[src/rtl/nibble_serial_adder.sv]
// Nibble-serial adder/subtractor: one shared 4-bit ripple adder
// walks the operands LSB nibble first, one nibble per clock.

module fourbit (
  input  logic [3:0] a,
  input  logic [3:0] b,
  input  logic       cin,
  output logic [3:0] s,
  output logic       cout
);

  logic [4:0] c;

  assign c[0] = cin;

  for (genvar i = 0; i < 4; i++) begin : g_fa
    assign s[i]   = a[i] ^ b[i] ^ c[i];
    assign c[i+1] = (a[i] & b[i]) | (c[i] & (a[i] ^ b[i]));
  end

  assign cout = c[4];

endmodule

module nibble_serial_adder #(
  parameter int NIBBLES = 4
) (
  input  logic                 clk,
  input  logic                 rst,
  input  logic                 start,
  input  logic                 subtract,
  input  logic [4*NIBBLES-1:0] inA,
  input  logic [4*NIBBLES-1:0] inB,
  input  logic                 carryIn,
  output logic                 busy,
  output logic                 done,
  output logic [4*NIBBLES-1:0] sum,
  output logic                 carryOut,
  output logic                 overflow
);

  localparam int W  = 4 * NIBBLES;
  localparam int KW = $clog2(NIBBLES);

  typedef enum logic [1:0] {
    IDLE,
    RUN,
    DONE
  } state_t;

  state_t state;
  state_t stateNext;

  logic [W-1:0]  aReg;
  logic [W-1:0]  bReg;
  logic [W-1:0]  sumReg;
  logic          carry;
  logic          coReg;
  logic          ovReg;
  logic [KW-1:0] k;

  logic [3:0] aNib;
  logic [3:0] bNib;
  logic [3:0] nibSum;
  logic       nibCo;
  logic       accept;
  logic       last;

  assign accept = start && (state != RUN);
  assign last   = (k == KW'(NIBBLES - 1));
  assign aNib   = aReg[{k, 2'b00} +: 4];
  assign bNib   = bReg[{k, 2'b00} +: 4];

  fourbit u_add (
    .a    (aNib),
    .b    (bNib),
    .cin  (carry),
    .s    (nibSum),
    .cout (nibCo)
  );

  always_ff @(posedge clk or posedge rst) begin
    if (rst) begin
      state <= IDLE;
    end else begin
      state <= stateNext;
    end
  end

  always_comb begin
    stateNext = state;
    unique case (state)
      IDLE: if (start) stateNext = RUN;
      RUN:  if (last) stateNext = DONE;
      DONE: stateNext = start ? RUN : IDLE;
      default: stateNext = IDLE;
    endcase
  end

  // B is stored pre-inverted for subtract so the adder never needs to know
  always_ff @(posedge clk or posedge rst) begin
    if (rst) begin
      aReg   <= '0;
      bReg   <= '0;
      sumReg <= '0;
      carry  <= 1'b0;
      coReg  <= 1'b0;
      ovReg  <= 1'b0;
      k      <= '0;
    end else if (accept) begin
      aReg  <= inA;
      bReg  <= subtract ? ~inB : inB;
      carry <= subtract | carryIn;
      k     <= '0;
    end else if (state == RUN) begin
      sumReg[{k, 2'b00} +: 4] <= nibSum;
      carry <= nibCo;
      if (last) begin
        coReg <= nibCo;
        ovReg <= (aReg[W-1] == bReg[W-1]) && (nibSum[3] != aReg[W-1]);
      end else begin
        k <= k + KW'(1);
      end
    end
  end

  assign busy     = (state == RUN);
  assign done     = (state == DONE);
  assign sum      = sumReg;
  assign carryOut = coReg;
  assign overflow = ovReg;

endmodule

[config.mk]
export PLATFORM = sky130hd
export DESIGN_NAME = nibble_serial_adder
export DESIGN_NICKNAME = d
export VERILOG_FILES = /design/src/rtl/nibble_serial_adder.sv
export SDC_FILE = /design/constraint.sdc
export NUM_CORES = 1
export LEC_CHECK = 0
export CAP_MARGIN = 20
export CORE_MARGIN = 3
export CORE_UTILIZATION = 55
export CTS_CLUSTER_DIAMETER = 80
export CTS_CLUSTER_SIZE = 12
export DETAILED_ROUTE_END_ITERATION = 7
export PLACE_DENSITY = 0.88
export SLEW_MARGIN = 20
export SYNTH_ARGS = -nofsm -noshare
export SYNTH_HDL_FRONTEND = slang
export SYNTH_SLANG_ARGS = --single-unit
export TNS_END_PERCENT = 30
[constraint.sdc]
create_clock -name clk -period 8.43 [get_ports clk]
set_input_delay 2.1075 -clock clk [delete_from_list [all_inputs] [get_ports clk]]
set_output_delay 2.1075 -clock clk [all_outputs]
set_load 0.03 [all_outputs]
Word-level counts from Yosys, hierarchy flattened. Index checks and enable logic that the tools add are counted.

$lt $le $gt $ge: 0. Eq/ne operators: 9. Divide/modulo/power cells: 0. Multipliers: 0. Muxes and demuxes: 11. Reduce and logical (&&, ||, !) cells: 8. $add $sub $neg: 2. Bitwise gates (word level): 23. Shifts and indexed selects: 4.

Operator list (count): $shiftx 16x5->4 (2); $bwmux 16 (1); $mux 16 (1); $not 16->16 (1); $shift 4x6->16 const A (1); $shiftx 4x6->16 (1); $mux 2 (5); $and 1x1->1 (8); $xor 1x1->1 (8); $neg 4->6 (1); $pmux 2 s3 (1); $reduce_and 2->1 (3); $or 1x1->1 (5); $eq 2x2->1 const B (2); $ne 2x1->1 const B (2); $ne 2x2->1 const B (2); $mux 1 (3); $reduce_and 3->1 (1); $add 2x1->2 const B (1); $eq 2x1->1 const B (1); $logic_and 1x1->1 (2); $logic_not 2->1 (1); $reduce_bool 2->1 (1); $eq 1x1->1 (1); 2 further kinds (2).

Bits of input ports: 37. Flip-flop bits (word level): 55. Bits in latches: 0. Memory bits (writable): 0. Output and inout bits: 20. Memory bits (read-only): 0. Memories: 0.

Depth between registers and ports, before layout.
Depth after elaboration: 12. Mapped depth: 11. Mapped depth without buffers: 10.

By module. Synthesis repeated with hierarchy kept, for this count alone.

Cell total of the unflattened synthesis: 207. Area total of the unflattened synthesis: 2647.5 µm².

By module, submodules not included: nibble_serial_adder (area an instance 2529.9 µm², instances 1, cells an instance 193, seq. area each 1376.3 µm²); fourbit (area an instance 117.6 µm², instances 1, cells an instance 14, seq. area each 0.0 µm²).

Least setup slack after synthesis. Ideal clock, no wire load.

Path type: reg-to-reg. From: reg k[0]. To: reg ovReg (netlist: overflow). Cell stages (with the launch flop): 12. Library setup time: 129 ps. Setup slack: 5330 ps. Period minus slack after synthesis: 3100 ps. Path buffers: 1. Data arrival time: 2971 ps. Data required time: 8301 ps. Cell sequence: dfrtp_1 -> buf_4 -> mux4_2 -> fa_1 -> inv_1 -> fa_1 -> fa_1 -> inv_1 -> fa_1 -> and3b_1 -> a21oi_1 -> o21ai_0.

Word-level cells in the longest chain between the ends: 11. Elaborated cells on any way between the ends: 20.

RTL lines: start: declaration (line 60) `logic [KW-1:0] k;`; start signal: assignment (line 122) `k <= k + KW'(1);`; $shiftx 16x5->4 (on tied branches) (line 71, 72); $xor 1x1->1 (line 18) `assign c[i+1] = (a[i] & b[i]) | (c[i] & (a[i] ^ b[i]));`; $and 1x1->1 (line 18); $or 1x1->1 (line 18); $and 1x1->1 (line 18); $or 1x1->1 (line 18); $and 1x1->1 (line 18); $or 1x1->1 (line 18); $xor 1x1->1 (line 17) `assign s[i] = a[i] ^ b[i] ^ c[i];`; $ne 1x1->1 (line 120) `ovReg <= (aReg[W-1] == bReg[W-1]) && (nibSum[3] != aReg[W-1]);`; $logic_and 1x1->1 (line 120); end signal: assignment (line 120); end: declaration (line 59) `logic ovReg;`.

Several ways; a longest one is shown, not always the timed one. A chain may end at the register's enable or synchronous reset.

Worst setup path after layout.
From: reg state[1]. To: out busy.

Word-level cells in the longest chain between the ends: 1.

RTL lines: start: declaration (line 51) `state_t state;`; start signal: assignment (line 86) `state <= stateNext;`; $eq 2x1->1 (line 127) `assign busy = (state == RUN);`; end: declaration (line 35) `output logic busy,`.

No other way between the ends.

==> reports/qor.csv <==
stage,metric,value,unit
worst_setup_path,crit path max fanout,21,
grt,gr usage total,0.1940,
cells_and_area,filler cell count,336,
floorplan,# rows,25,
clock_tree,clk buf depth,2,
clock_tree,CTS sink count,55,
clock_tree,CTS Hold Buffers Added,0,
routing,Vias,1841,
yosys,"Seq/Total Area, Yosys",0.5034,
placement,dpl cell area,0.003313,mm^2
worst_setup_path,Worst path slowest cell,clkdlybuf4s50_1,
yosys,mux cell area share after synthesis,0.1538,
routing,vias per inst,5.512,
outcome,status,"finished, final reports clean",
pwr,leakage,1.450,nW
routing,Antenna Nets Post-Route,0,
clock_tree,clk_lat worst skew,0.32,ns
yosys,synth unique cells,36,
clock_tree,CTS HTree Levels,2,
routing,routed length per instance,16.11,um
pwr,P per Cell Area,394.6,mW/mm^2
cells_and_area,post-route design area,0.003430,mm^2
yosys,adder-cell share of the synthesized area,0.05675,
sta,Worst-Margin Slew,0.8963,ns
worst_setup_path,critical path startpoint,state[1]$_DFFE_PP0P_,
clock_tree,CTS resizes,0,
yosys,Synth Warn #,0,
yosys,post-synthesis register bit count,55,
clock_tree,CTS tree,built,
yosys,most common cell in the netlist,dfrtp_1,
clock_tree,clock slew at reported path FFs,0.09,ns
yosys,post-synthesis async set-or-reset flop share,1.000,
worst_setup_path,Required @ worst endpoint,6.32,ns
yosys,"top cells by area, synth","dfrtp_1, o21ai_0, mux4_2, mux2_4, xnor2_1",
grt,pin count of the biggest net entering global routing,56,
grt,initial antenna violation count,0,
routing,Residual DRC,0,
yosys,largest area contributor in the netlist,dfrtp_1,
min_path,hold crit path type,register to register,
grt,vias in the first global route,1926,
yosys,gate count after technology mapping,212,
sta,setup TNS,0,ns
yosys,synthesized cell area,0.002734,mm^2
run,Max Cap Violations,0,
sta,"Slew Viols, Final",0,
yosys,largest family of logic cells by synthesized area,multiplexers,
placement,Port Buffers,56,
cells_and_area,diode count,0,
routing,DR pass1 iterations,4,
sta,worst clock skew,0.01446,ns
sta,post-route clock period utilization,0.4848,
sta,Final WS setup,4.343,ns
routing,drt total wl,5.381,mm
clock_tree,Post-CTS Setup Inserts,0,
placement,HPWL after DPL,3.928,mm
pwr,VDD IR max,0.0002136,V
worst_setup_path,crit path DAT,1.98,ns
worst_setup_path,worst reg-to-reg path cell count,10,
yosys,xor/xnor share of the synthesized area,0.05126,
worst_setup_path,R2R Path Start,k[0]$_DFFE_PP0P_,
cells_and_area,Syn-to-layout area delta,25.45,%
grt,gr ovfl total,0,
clock_tree,CTS Buf Count,5,
yosys,Post-Syn Area per Cell,12.90,um^2
routing,DRT iter0 DRCs,106,
worst_setup_path,CP Launch Type,register,
worst_setup_path,r2r endpoint,overflow$_DFFE_PP0P_,
placement,Final Wtd Congestion,0.7630,
sta,Final Hold Fails,0,
sta,RSZ-0062 raised after global routing,no,
yosys,Mapped Nets,259,
worst_setup_path,CP endpoint,busy,
worst_setup_path,crit-path cells,nand2b_2 > clkinv_2 > clkdlybuf4s50_1,
clock_tree,Root Driver,clkbuf_8,
yosys,Commonest cells post-synth,"dfrtp_1, o21ai_0, xnor2_1",
yosys,Simple-Gate Fraction of Synth Area,0.06453,
sta,fin crit period,4.087,ns
worst_setup_path,Crit Path Class,register to output pin,
floorplan,initial core utilization,0.5750,
worst_setup_path,highest cell delay on the worst timing path,0.75,ns
yosys,area share of the leading cell type in the synthesized netlist,0.5034,
cells_and_area,area of the multi-input gates,0.001239,mm^2
worst_setup_path,flop2flop setup slack,4.81,ns
sta,Max Freq,0.2447,GHz
grt,first-pass GRT wire length,9.101,mm
floorplan,Die Ht,76.51,um
yosys,Post-synth EDFFs,0,
sta,Slew HR,0.4006,
placement,pre-CTS setup slack,4.719,ns
floorplan,die width,76.51,um
yosys,complex-gate fraction of the synthesized area,0.1268,
pwr,"Power, Total",1.353,mW
cells_and_area,share of layout cells above drive strength 1,0.1685,
sta,Setup-failing EPs final,0,
cells_and_area,register area,0.001376,mm^2
worst_setup_path,Setup crit end kind,output pin,
cells_and_area,final net count,313,
floorplan,core area,0.004755,mm^2
floorplan,number of I/O pins,57,
yosys,dominant synthesized flop cell,dfrtp_1,
floorplan,die area,0.005853,mm^2
-- worst min path at each step --
| stage | startpoint | endpoint | slack (ns) | depth (start not counted) |
|---|---|---|---|---|
| after floorplan | bReg[10]$_DFFE_PP0P_ | bReg[10]$_DFFE_PP0P_ | 0.46 | 2 |
| after global placement | overflow$_DFFE_PP0P_ | overflow$_DFFE_PP0P_ | 0.46 | 2 |
| after detailed placement | overflow$_DFFE_PP0P_ | overflow$_DFFE_PP0P_ | 0.47 | 2 |
| after CTS | overflow$_DFFE_PP0P_ | overflow$_DFFE_PP0P_ | 0.49 | 2 |
| after global routing | sum[1]$_DFFE_PP0P_ | sum[1]$_DFFE_PP0P_ | 0.53 | 2 |
| final | overflow$_DFFE_PP0P_ | overflow$_DFFE_PP0P_ | 0.48 | 2 |
-- area by class of cell --
class                           count  share of cell area
Sequential cell                    55              0.4013
Multi-Input combinational cell    134              0.3612
Timing Repair Buffer               56              0.1634
Tap cell                           67             0.02444
Clock buffer                        5             0.02007
Inverter                           14             0.01605
Clock inverter                      3             0.01350
-- flip-flops by register name, indices dropped and copies added (netlist names) --
register  cells
aReg         16
bReg         16
sum          16
k             2
state         2
carry         1
carryOut      1
overflow      1
-- placed cells by master, fill, tap and decap left out --
cell type,netlist,final
clkinv_2,1,2
mux4_2,8,8
o21ai_0,36,36
o41ai_1,2,2
nand2_1,7,7
a21oi_1,2,2
ha_1,6,6
nand3_1,1,1
a22o_2,3,3
dfrtp_1,55,55
inv_1,12,11
xnor2_1,16,16
inv_2,1,1
nand2b_2,1,1
nor3_1,2,2
inv_6,0,1
nor4_2,1,1
mux2_4,10,10
bufinv_16,0,1
o21a_1,1,1
and3b_1,1,1
nor4b_2,1,1
o31ai_1,1,1
nor2_1,3,3
fa_1,4,4
clkbuf_8,0,5
a22o_1,10,10
clkinvlp_4,0,1
and2b_2,1,1
clkdlybuf4s50_1,0,56
nand2b_1,2,2
o22ai_1,1,1
nor2_8,1,1
mux2_2,8,8
nand3b_1,5,5
-- worst max-delay path: cells and delay by family (launching register included) --
| kind | cells | cell delay [ns] |
|---|---|---|
| buffers and inverters | 2 | 0.99 |
| DFF | 1 | 0.43 |
| and+or+nand+nor | 1 | 0.24 |
-- where the power goes --
group	switching [mW]	total, mW	internal, mW
Sequential	0.0970	0.474	0.377
Combinational	0.375	0.703	0.328
Clock	0.0869	0.176	0.0895
-- cell families (layout without fill, tap and decap cells) --
family | count (synthesis) | after routing
fa+ha+maj | 10 | 10
mux | 26 | 26
flops | 55 | 55
buf+inv | 23 | 78
compound gates | 56 | 56
simple gates | 26 | 26
xor+xnor | 16 | 16
-- stage by stage --
stage	instances	hold slack, ns	util
2_1_floorplan	212	0.4648	-
4_1_cts	334	0.4908	0.7211
5_1_grt	334	0.5289	0.7213
3_5_place_dp	326	0.4701	0.6968
3_3_place_gp	326	0.4638	0.6968
6_report	334	0.4808	0.7213
-- metal layers --
layer | up-vias | track usage | routed length, um
li1 | 862 | - | -
met1 | 919 | 0.2446 | 2291
met2 | 53 | 0.3436 | 2808
met3 | 7 | 0.04019 | 228
met4 | 0 | 0.04529 | 51
met5 | - | 0 | 0
No activity file was read; power rests on OpenSTA's default activity.
